`src/rtl/div_pkg.sv`:
```
// Shared constants, state encoding and result helpers for the divide issue stage.
package div_pkg;

  localparam int XLEN        = 64;
  localparam int OP_UNSIGNED = 0;
  localparam int OP_REM      = 1;
  localparam int OP_WORD     = 2;

  localparam logic [XLEN-1:0] MIN_INT64 = 64'h8000_0000_0000_0000;
  localparam logic [31:0]     MIN_INT32 = 32'h8000_0000;

  typedef enum logic [1:0] {
    S_IDLE = 2'd0,
    S_BUSY = 2'd1,
    S_DONE = 2'd2
  } div_state_e;

  typedef struct packed {
    logic [XLEN-1:0] dividend;
    logic [XLEN-1:0] divisor;
    logic            sgn;
  } div_operands_t;

  function automatic logic [XLEN-1:0] sext_w(input logic [XLEN-1:0] v);
    return {{32{v[31]}}, v[31:0]};
  endfunction

  // W forms always sign-extend bit 31, unsigned ones included.
  function automatic logic [XLEN-1:0] sel_result(input logic [2:0]      op,
                                                 input logic [XLEN-1:0] quo,
                                                 input logic [XLEN-1:0] rem);
    logic [XLEN-1:0] val;
    val = op[OP_REM] ? rem : quo;
    return op[OP_WORD] ? sext_w(val) : val;
  endfunction

endpackage

```
`src/rtl/div_issue_ctrl_if.sv`:
```
// Request, result and divider-core signals of the divide issue stage.
interface div_issue_ctrl_if import div_pkg::*; #(
  parameter int TAG_W = 5
);
  logic             in_valid;
  logic             in_ready;
  logic [2:0]       in_op;
  logic [TAG_W-1:0] in_tag;
  logic [XLEN-1:0]  in_src1;
  logic [XLEN-1:0]  in_src2;

  logic             out_valid;
  logic             out_ready;
  logic [TAG_W-1:0] out_tag;
  logic [XLEN-1:0]  out_result;

  logic             core_en;
  logic             core_flush;
  logic             core_opcode;
  logic [XLEN-1:0]  core_dividend;
  logic [XLEN-1:0]  core_divisor;
  logic             core_valid;
  logic [XLEN-1:0]  core_quotient;
  logic [XLEN-1:0]  core_remainder;

  modport slave (
    input  in_valid, in_op, in_tag, in_src1, in_src2, out_ready,
           core_valid, core_quotient, core_remainder,
    output in_ready, out_valid, out_tag, out_result,
           core_en, core_flush, core_opcode, core_dividend, core_divisor
  );

  modport master (
    output in_valid, in_op, in_tag, in_src1, in_src2, out_ready,
           core_valid, core_quotient, core_remainder,
    input  in_ready, out_valid, out_tag, out_result,
           core_en, core_flush, core_opcode, core_dividend, core_divisor
  );
endinterface

```
`src/rtl/div_pre_decode.sv`:
```
// Operand extension plus divide-by-zero / signed-overflow detection and bypass result.
module div_pre_decode import div_pkg::*; (
  input  logic [2:0]      i_op,
  input  logic [XLEN-1:0] i_src1,
  input  logic [XLEN-1:0] i_src2,
  output div_operands_t   o_opnd,
  output logic            o_special,
  output logic [XLEN-1:0] o_bypass
);
  logic            w_word;
  logic            w_sgn;
  logic            w_div0;
  logic            w_ovf;
  logic [XLEN-1:0] w_dvd;
  logic [XLEN-1:0] w_dvs;
  logic [XLEN-1:0] w_quo;
  logic [XLEN-1:0] w_rem;

  always_comb begin
    w_word = i_op[OP_WORD];
    w_sgn  = ~i_op[OP_UNSIGNED];
    w_dvd  = i_src1;
    w_dvs  = i_src2;
    if (w_word) begin
      w_dvd = w_sgn ? sext_w(i_src1) : {32'b0, i_src1[31:0]};
      w_dvs = w_sgn ? sext_w(i_src2) : {32'b0, i_src2[31:0]};
    end

    // Checks use 32-bit semantics for W ops so upper-half garbage never matters.
    w_div0 = w_word ? (w_dvs[31:0] == 32'b0) : (w_dvs == '0);
    w_ovf  = w_sgn & (w_word ? (w_dvd[31:0] == MIN_INT32 && w_dvs[31:0] == 32'hFFFF_FFFF)
                             : (w_dvd == MIN_INT64 && w_dvs == '1));

    w_quo = '0;
    w_rem = '0;
    if (w_div0) begin
      w_quo = '1;
      w_rem = w_dvd;
    end else if (w_ovf) begin
      w_quo = w_dvd;
      w_rem = '0;
    end

    o_opnd.dividend = w_dvd;
    o_opnd.divisor  = w_dvs;
    o_opnd.sgn      = w_sgn;
    o_special       = w_div0 | w_ovf;
    o_bypass        = sel_result(i_op, w_quo, w_rem);
  end
endmodule

```
`src/rtl/div_issue_ctrl.sv`:
```
// Issue/sequencing stage in front of the iterative 64-bit divider core.
module div_issue_ctrl import div_pkg::*; #(
  parameter int TAG_W = 5
) (
  input  logic             clock,
  input  logic             reset,
  input  logic             flush,
  div_issue_ctrl_if.slave  io
);
  div_state_e       r_state;
  div_state_e       w_nxt;
  logic [XLEN-1:0]  r_dividend;
  logic [XLEN-1:0]  r_divisor;
  logic             r_opcode;
  logic [2:0]       r_op;
  logic [TAG_W-1:0] r_tag;
  logic             r_core_en;
  logic [XLEN-1:0]  r_out_result;
  logic [TAG_W-1:0] r_out_tag;

  div_operands_t    w_opnd;
  logic             w_special;
  logic [XLEN-1:0]  w_bypass;
  logic             w_in_ready;
  logic             w_accept;
  logic             w_core_done;

  div_pre_decode u_pre (
    .i_op      (io.in_op),
    .i_src1    (io.in_src1),
    .i_src2    (io.in_src2),
    .o_opnd    (w_opnd),
    .o_special (w_special),
    .o_bypass  (w_bypass)
  );

  assign w_in_ready  = (r_state == S_IDLE) & ~flush;
  assign w_accept    = io.in_valid & w_in_ready;
  assign w_core_done = (r_state == S_BUSY) & io.core_valid & ~flush;

  always_ff @(posedge clock) begin
    if (reset) r_state <= S_IDLE;
    else       r_state <= w_nxt;
  end

  always_comb begin
    w_nxt = r_state;
    case (r_state)
      S_IDLE: if (w_accept)     w_nxt = w_special ? S_DONE : S_BUSY;
      S_BUSY: if (io.core_valid) w_nxt = S_DONE;
      S_DONE: if (io.out_ready)  w_nxt = S_IDLE;
      default:                   w_nxt = S_IDLE;
    endcase
    // Flush wins over core completion and downstream accept.
    if (flush) w_nxt = S_IDLE;
  end

  always_ff @(posedge clock) begin
    if (reset) begin
      r_dividend   <= '0;
      r_divisor    <= '0;
      r_opcode     <= 1'b0;
      r_op         <= '0;
      r_tag        <= '0;
      r_core_en    <= 1'b0;
      r_out_result <= '0;
      r_out_tag    <= '0;
    end else begin
      r_core_en <= 1'b0;
      if (w_accept) begin
        r_op  <= io.in_op;
        r_tag <= io.in_tag;
        if (w_special) begin
          r_out_result <= w_bypass;
          r_out_tag    <= io.in_tag;
        end else begin
          r_dividend <= w_opnd.dividend;
          r_divisor  <= w_opnd.divisor;
          r_opcode   <= w_opnd.sgn;
          r_core_en  <= 1'b1;
        end
      end
      if (w_core_done) begin
        r_out_result <= sel_result(r_op, io.core_quotient, io.core_remainder);
        r_out_tag    <= r_tag;
      end
    end
  end

  assign io.in_ready      = w_in_ready;
  assign io.out_valid     = (r_state == S_DONE);
  assign io.out_tag       = r_out_tag;
  assign io.out_result    = r_out_result;
  assign io.core_en       = r_core_en;
  assign io.core_flush    = flush;
  assign io.core_opcode   = r_opcode;
  assign io.core_dividend = r_dividend;
  assign io.core_divisor  = r_divisor;
endmodule

```
`src/flat_wrapper.sv`:
```
// flat-port wrapper written by rule: the top's interface ports become plain ports
module div_issue_ctrl_flat import div_pkg::*;
#(
  parameter int TAG_W = 5
)
  (clock, reset, flush, io_in_valid, io_in_op, io_in_tag, io_in_src1, io_in_src2, io_out_ready, io_core_valid, io_core_quotient, io_core_remainder, io_in_ready, io_out_valid, io_out_tag, io_out_result, io_core_en, io_core_flush, io_core_opcode, io_core_dividend, io_core_divisor);
  div_issue_ctrl_if #(.TAG_W(TAG_W)) io_i ();
  input  logic clock;
  input  logic reset;
  input  logic flush;
  input wire logic [$bits(io_i.in_valid)-1:0] io_in_valid;
  input wire logic [$bits(io_i.in_op)-1:0] io_in_op;
  input wire logic [$bits(io_i.in_tag)-1:0] io_in_tag;
  input wire logic [$bits(io_i.in_src1)-1:0] io_in_src1;
  input wire logic [$bits(io_i.in_src2)-1:0] io_in_src2;
  input wire logic [$bits(io_i.out_ready)-1:0] io_out_ready;
  input wire logic [$bits(io_i.core_valid)-1:0] io_core_valid;
  input wire logic [$bits(io_i.core_quotient)-1:0] io_core_quotient;
  input wire logic [$bits(io_i.core_remainder)-1:0] io_core_remainder;
  output wire logic [$bits(io_i.in_ready)-1:0] io_in_ready;
  output wire logic [$bits(io_i.out_valid)-1:0] io_out_valid;
  output wire logic [$bits(io_i.out_tag)-1:0] io_out_tag;
  output wire logic [$bits(io_i.out_result)-1:0] io_out_result;
  output wire logic [$bits(io_i.core_en)-1:0] io_core_en;
  output wire logic [$bits(io_i.core_flush)-1:0] io_core_flush;
  output wire logic [$bits(io_i.core_opcode)-1:0] io_core_opcode;
  output wire logic [$bits(io_i.core_dividend)-1:0] io_core_dividend;
  output wire logic [$bits(io_i.core_divisor)-1:0] io_core_divisor;
  assign io_i.in_valid = io_in_valid;
  assign io_i.in_op = io_in_op;
  assign io_i.in_tag = io_in_tag;
  assign io_i.in_src1 = io_in_src1;
  assign io_i.in_src2 = io_in_src2;
  assign io_i.out_ready = io_out_ready;
  assign io_i.core_valid = io_core_valid;
  assign io_i.core_quotient = io_core_quotient;
  assign io_i.core_remainder = io_core_remainder;
  assign io_in_ready = io_i.in_ready;
  assign io_out_valid = io_i.out_valid;
  assign io_out_tag = io_i.out_tag;
  assign io_out_result = io_i.out_result;
  assign io_core_en = io_i.core_en;
  assign io_core_flush = io_i.core_flush;
  assign io_core_opcode = io_i.core_opcode;
  assign io_core_dividend = io_i.core_dividend;
  assign io_core_divisor = io_i.core_divisor;
  div_issue_ctrl #(.TAG_W(TAG_W)) u_core (.clock(clock), .reset(reset), .flush(flush), .io(io_i));
endmodule
```
`config.mk`:
```
export PLATFORM = sky130hd
export DESIGN_NAME = div_issue_ctrl_flat
export DESIGN_NICKNAME = d
export VERILOG_FILES = /design/src/rtl/div_pkg.sv /design/src/rtl/div_issue_ctrl_if.sv /design/src/rtl/div_pre_decode.sv /design/src/rtl/div_issue_ctrl.sv /design/src/flat_wrapper.sv
export SDC_FILE = /design/constraint.sdc
export NUM_CORES = 1
export LEC_CHECK = 0
export CORE_ASPECT_RATIO = 0.75
export CORE_UTILIZATION = 29
export DETAILED_ROUTE_END_ITERATION = 7
export DONT_BUFFER_PORTS = 1
export PLACE_DENSITY = 0.43
export RECOVER_POWER = 50
export SLEW_MARGIN = 25
export SYNTH_ARGS = -nofsm -noshare
export SYNTH_HDL_FRONTEND = slang
export SYNTH_SLANG_ARGS = --single-unit
```
`constraint.sdc`:
```
create_clock -name clock -period 8.4 [get_ports clock]
set_clock_uncertainty 0.05 [all_clocks]
set_input_delay 1.26 -clock clock [delete_from_list [all_inputs] [get_ports clock]]
set_output_delay 1.26 -clock clock [all_outputs]
set_load 0.03 [all_outputs]
```
==> results of run 1 <==
-- routing by layer --
layer	vias to the layer above	part of all wire (%)	wire length [um]	track usage, %
met5	-	0	0	0
met4	0	2.1	904	4.982
met3	54	8.6	3761	6.016
met2	477	42	18580	32.17
met1	4817	47	20620	33.01
li1	4760	-	-	-
-- sequential cells by signal, summed over array words and instances (netlist names) --
| name | count |
|---|---|
| u_core.io.out_result | 64 |
| u_core.r_tag | 5 |
| u_core.r_op | 2 |
| u_core.r_state | 2 |
| u_core.io.core_divisor | 64 |
| u_core.io.core_dividend | 64 |
| u_core.io.core_opcode | 1 |
| u_core.io.core_en | 1 |
| u_core.io.out_tag | 5 |
-- how the worst max path moves through the flow --
| stage | from | endpoint | slack (ps) |
|---|---|---|---|
| final | io_in_src1[20] | u_core.io.out_result[31] | 3770 |
| after detailed placement | io_in_src2[17] | u_core.io.out_result[31] | 3140 |
| after CTS | io_in_src2[17] | u_core.io.out_result[31] | 3670 |
| after floorplan | io_in_op[2] | u_core.io.out_result[44] | 4840 |
| after global placement | io_in_src2[17] | u_core.io.out_result[31] | 3090 |
| after global routing | io_in_src1[20] | u_core.io.out_tag[4] | 3640 |
-- where the power goes --
group          switching (uW)  internal [uW]  total (uW)
clock network             447            692        1140
logic                     114           73.5         187
registers                 114           1030        1140
-- worst register-to-register path: stages, from the launching register on --
cell,delay (ps)
dfxtp_1,370
nor3_1,860
nand2_1,570
a31oi_4,310
buf_4,510
buf_4,670
o21ai_0,290
a31oi_1,200
-- through the flow --
step	hold slack (ps)	util [%]	setup WS [ps]	total power (uW)	cell area, um2
after detailed placement	393.9	29.87	3136	1350	10700
final	405.2	32.33	3773	2467	11580
after global placement	389.2	29.87	3090	1349	10700
after CTS	402.3	32.26	3669	2503	11550
after global routing	433.7	32.33	3639	2567	11580
after floorplan	386.7	-	4838	1310	10520
-- cell type report --
type                            count  area, um2
Timing Repair Buffer               18      147.6
Fill cell                        3853      24230
Clock buffer                       35      723.2
Inverter                           17      63.81
Clock inverter                      9      131.4
Sequential cell                   208       4168
Antenna cell                        1      2.502
Tap cell                          465      581.8
Multi-Input combinational cell    966       5759
-- cell usage in the layout (no fill, tap or decap), types with 4 or more instances in the layout --
| cell | n |
|---|---|
| a21oi_1 | 235 |
| dfxtp_1 | 207 |
| nand2_1 | 159 |
| nor2_1 | 96 |
| a211oi_1 | 81 |
| mux2i_1 | 63 |
| nand4_1 | 35 |
| nand3_1 | 32 |
| o21bai_1 | 30 |
| o31ai_1 | 30 |
| nor4_1 | 27 |
| clkbuf_16 | 25 |
| o211ai_1 | 21 |
| o22ai_1 | 21 |
| or2_2 | 20 |
| o2111ai_1 | 17 |
| buf_4 | 17 |
| inv_1 | 15 |
| o21ai_0 | 15 |
| o221ai_1 | 11 |
| a311oi_1 | 8 |
| nor3_1 | 6 |
| clkbuf_8 | 6 |
| and4_1 | 4 |
| o2111a_1 | 4 |
| clkbuf_1 | 4 |
-- cell families (layout without fill, tap and decap cells) --
family	after synthesis	after routing	share of synthesized area, %
buffers and inverters	158	79	6.054
AOI/OAI and AO/OA	494	494	29.94
other	0	1	0
DFF	208	208	39.59
and+or+nand+nor	408	408	18.32
muxes	64	64	6.102
==> impl_results.md, run 1 <==
* Hold Path Class: reg2reg
* Vias per Instance at approximately 5.9
* Post-Syn Instances at roughly 1300
* CTS Buffer Depth at 3
* Seq/Total Area, Yosys at 39.59%
* Hold endpoint: u_core.r_tag[0]
* Core Rows at 60
* Vias in the first global route at about 9100
* Worst slew pin tran at between 1000 and 1500 ps
* FF+latch count, synth at 208
* Pin count of the biggest net entering global routing at 212
* Remaining DRCs at 0
* WL per Instance at 25.52 um
* Synth Net Count at 1602
* Setup violators final at 0
* Reg2reg path depth at 7
* Fraction of layout cells with a size suffix above 1 at under 10%
* Die area at roughly 0.037 mm2
* Synth area leaders: dfxtp_1 (40%), a21oi_1 (11%), mux2i_1 (6.0%)
* TritonCTS clock tree: yes
* Die X-Extent at 221.9 um
* Critical path's slowest cell: nor4_1
* Routed Antenna Nets at 0
* Die height at roughly 170 um
* Synth Warn # at 0
* Clk pin slew, worst setup/hold paths at 60 ps
* Dpl cells at 1673
* Tcrit/Tclk final at 55.08%
* GPL Wtd Cong at 0.8352
* GRT Total Usage at between 20% and 30%
* Syn_area_per_cell at 7.897 um2
* Post-synth EDFFs at 0
* Main synth FF type: dfxtp_1
* Cell Pwr Density at 213.1 mW/mm2
* Top-Level Pins at roughly 470
* Port Buffer Count at 0
* Crit path buf inv count at 2
* Clk_lat worst skew at 520 ps
* FMAX at around 0.22 GHz
* Fin cells at roughly 1700
* WS Path Type: in2reg
* IR drop worst, VDD at 0.1192 mV
* Worst EP arrival at 5010 ps
* Final hold viol count at 0
* R2R Setup Slk at about 4500 ps
* Cts bufs inserted at 25
* WP depth at 9
* Max cap viols at 0
* Initial antenna violation count at 1
* Worst path required time at 8790 ps
* Number of iterations in the first detailed-routing pass at 5
* Top cell type's share of synthesized area at 39.59%
* Status: complete, no violations
* Area leader, netlist: dfxtp_1
* Area delta synth->final at 10.06%
* Nets at 1506
* Most used standard cell by instance count after synthesis: a21oi_1
* First-pass GRT wire length at around 63000 um
* CP Max Fanout at between 60 and 70
* Final Critical Period at between 4000 and 5000 ps
* H-tree depth at 1
* Reg-to-reg startpoint: u_core.r_state[0]
* Hold buffers post-CTS at 0
* Lkg Pwr at 0.003968 uW
* Setup TNS Final at 0 ps
* Core Footprint at 0.03581 mm2
* Final max-slew violation count at 0
* Most frequent cells after synthesis: a21oi_1 (236), dfxtp_1 (208), nand2_1 (160)
* Via count at ~10000
* Synth cell types at 55
* Clock sink total at 208
* Final WL at 43870 um
* Overflow after GRT at 0
* Crit path cell chain: nor4_1 -> nand4_1 -> nor4_4 -> o2111ai_2 -> a31oi_4 -> buf_4 -> buf_4 -> o21ai_0 -> a31oi_1
* Initial Utilization at 29.37%
* Crit-path most repeated cell: buf_4
* Slew headroom at 29.44%
* Hold path startpoint: u_core.r_tag[0]
* Hold Path Stages at 2
* Post-CTS Repair Setup Buffers at 0
* Resize count post-CTS at 0
* CP delay by family, top: simple AND/OR/NAND/NOR gates
* Largest stage delay on the critical path at 730 ps
* CP Capture Type: flop
* RR Endpoint: u_core.io.out_result[31]
* Element type at the critical path start: input pin
* Starting DRT DRC Count at 788
* Root buffer cell: clkbuf_16
* Mapped Area at 0.01052 mm2
* DP HPWL at between 30000 and 40000 um
* Post-synth ARST share at 0%
* RSZ-0062 raised after global routing: no
No activity file was read; power rests on OpenSTA's default activity.
==> run 2, diff against run 1 <==
--- a/config.mk
+++ b/config.mk
@@ -5,6 +5,7 @@
 export SDC_FILE = /design/constraint.sdc
 export NUM_CORES = 1
 export LEC_CHECK = 0
+export ABC_AREA = 1
 export CORE_ASPECT_RATIO = 0.75
 export CORE_UTILIZATION = 29
 export DETAILED_ROUTE_END_ITERATION = 7
==> constraint.sdc (replaced) <==
create_clock -name clock -period 4.77 [get_ports clock]
set_clock_uncertainty 0.05 [all_clocks]
set_input_delay 0.7155 -clock clock [delete_from_list [all_inputs] [get_ports clock]]
set_output_delay 0.7155 -clock clock [all_outputs]
set_load 0.03 [all_outputs]
==> impl_results.md, run 2 <==
* Remaining DRCs at 0
* Commonest non-fill, non-tap cell in the layout: nor2_1
* Most frequent cells after synthesis: nor2_1 (417), nand2_1 (303), o21ai_0 (217)
* Syn_area_per_cell at between 6 and 7 um2
* CTS Buffer Depth at 3
* Worst hold margin at 194.5 ps
* Vias per Instance at ~5.2
* Root buffer cell: clkbuf_16
* Final WL at 42980 um
* Worst slew pin tran at 875.0 ps
* Number of iterations in the first detailed-routing pass at 6
* Port Buffer Count at 0
* FMAX at 0.2953 GHz
* WS Path Type: in2reg
* Highest-count cells in the layout ignoring fill and taps: nor2_1 (417), nand2_1 (303), o21ai_0 (217)
* RSZ-0062 raised after global routing: no
* GRT Total Usage at 22.48%
* Nets at 1831
* Worst EP arrival at 3790 ps
* CP Max Fanout at 64
* Hold buffers post-CTS at 0
* Starting DRT DRC Count at between 900 and 1000
* Synth Warn # at 0
* Die height at between 150 and 200 um
* Die area at about 0.037 mm2
* GPL Wtd Cong at 0.8953
* Area leader, netlist: dfxtp_1
* Tcrit/Tclk final at 70.99%
* Final Critical Period at 3386 ps
* Pin count of the biggest net entering global routing at 107
* Die X-Extent at 221.9 um
* Area delta synth->final at 10.35%
* Setup violators final at 0
* Core Rows at between 50 and 60
* Cts bufs inserted at 25
* Lkg Pwr at approximately 0.0053 uW
* H-tree depth at 1
* Most used standard cell by instance count after synthesis: nor2_1
* First-pass GRT wire length at 64600 um
* WL per Instance at 21.14 um
* Slew headroom at between 40% and 50%
* Clk pin slew, worst setup/hold paths at ~60 ps
* Initial antenna violation count at 1
* Clock sink total at 208
* Post-CTS Repair Setup Buffers at 0
* Status: complete, no violations
* Top-Level Pins at 472
* Fraction of layout cells with a size suffix above 1 at 5.016%
* CP Capture Type: flop
* Final hold viol count at 0
* TritonCTS clock tree: yes
* Clk_lat worst skew at ~530 ps
* # fillers at 3951
* Resize count post-CTS at 0
* Tot Pwr at 4393 uW
* Vias in the first global route at 10260
* Post-synth EDFFs at 0
* Top cell type's share of synthesized area at 39.60%
* Synth area leaders: dfxtp_1 (40%), nor2_1 (15%), nand2_1 (11%)
* Element type at the critical path start: input pin
* Mapped Area at 0.01052 mm2
* Core Footprint at around 0.035 mm2
* Final max-slew violation count at 0
* Cell Pwr Density at 378.5 mW/mm2
* Overflow after GRT at 0
* Synth Net Count at roughly 1900
* Via count at about 11000
* Synth cell types at 31
* Main synth FF type: dfxtp_1
* DP HPWL at 31670 um
* Seq/Total Area, Yosys at approximately 40%
* Routed Antenna Nets at 0
* Initial Utilization at roughly 30%
* Post-Syn Instances at 1640
* FF+latch count, synth at approximately 210
* Setup TNS Final at 0 ps
* Hold Path Class: in2reg
* Post-synth ARST share at 0%
* IR drop worst, VDD at 0.2353 mV
* Worst path required time at 5180 ps
* Max cap viols at 0
==> run 2: cell types whose count changed after synthesis, moves of 46 or more <==
cell      change
a31oi_1      +46
nor2_1      +318
o21ai_0     +202
nand2_1     +143
a21oi_1     -157
a211oi_1     -81
mux2i_1      -61
nand3_1      +47
==> run 2: critical path, stage by stage <==
cell	delay, ps
clkinv_2	170
buf_4	360
buf_4	400
nand2_1	130
nand3_1	110
nor2_1	50
nand2_1	50
nor2_1	40
nand3_1	80
nand2_1	70
nand2_1	80
nand2_2	70
nor2_4	230
buf_16	200
buf_16	170
buf_4	480
o21ai_0	180
a31oi_1	170
==> run 2: cell families after synthesis <==
logic type | Yosys count | share of synthesized area (%)
AOI/OAI and AO/OA | 386 | 19.79
and+or+nand+nor | 859 | 32.87
DFF | 208 | 39.60
buffers and inverters | 185 | 7.555
muxes | 2 | 0.1904
==> run 2: path summary, 6_finish.rpt <==
path                                   startpoint                          end  slack [ps]  depth (start not counted)
worst max-delay path                  io_in_op[2]  u_core.io.core_dividend[41]        1380                         18
worst min-delay path                        reset              u_core.r_tag[4]         190                          1
worst max register to register  u_core.r_state[0]  u_core.io.core_dividend[41]        1590                         11
worst min register to register    u_core.r_tag[0]              u_core.r_tag[0]         400                          2
==> run 2: area by class of cell <==
cell class | instances | area [um2] | area share, %
well taps | 457 | 571.8 | 4.927
clock inverters | 4 | 72.57 | 0.6253
inverters | 52 | 202.7 | 1.747
flip-flops and latches | 208 | 4165 | 35.89
repair buffers | 27 | 276.5 | 2.383
multi-input cells | 1247 | 5583 | 48.11
diodes | 1 | 2.502 | 0.02156
clock buffers | 37 | 730.7 | 6.296
==> run 2: per-layer routing <==
metal / share of wire (%) / GRT usage [%]
met5: 0 / 0
met4: 1.7 / 4.046
met3: 9.5 / 7.675
met2: 47 / 37.33
met1: 42 / 28.33
==> run 2: where the power goes <==
group / switching, uW / internal (uW) / total [uW]
logic: 274 / 123 / 397
clock network: 772 / 1150 / 1930
registers: 243 / 1830 / 2070
==> run 2: per-stage QoR <==
| step | util [%] | setup slack, ps | instances | cell area [um2] |
|---|---|---|---|---|
| 5_1_grt | 32.95 | 1020 | 2032 | 11600 |
| 6_report | 32.96 | 1384 | 2033 | 11600 |
| 3_5_place_dp | 30.68 | 883.1 | 1991 | 10800 |
| 3_3_place_gp | 30.52 | 532.3 | 1989 | 10750 |
| 4_1_cts | 32.96 | 1437 | 2032 | 11600 |
| 2_1_floorplan | - | 2285 | 1640 | 10520 |
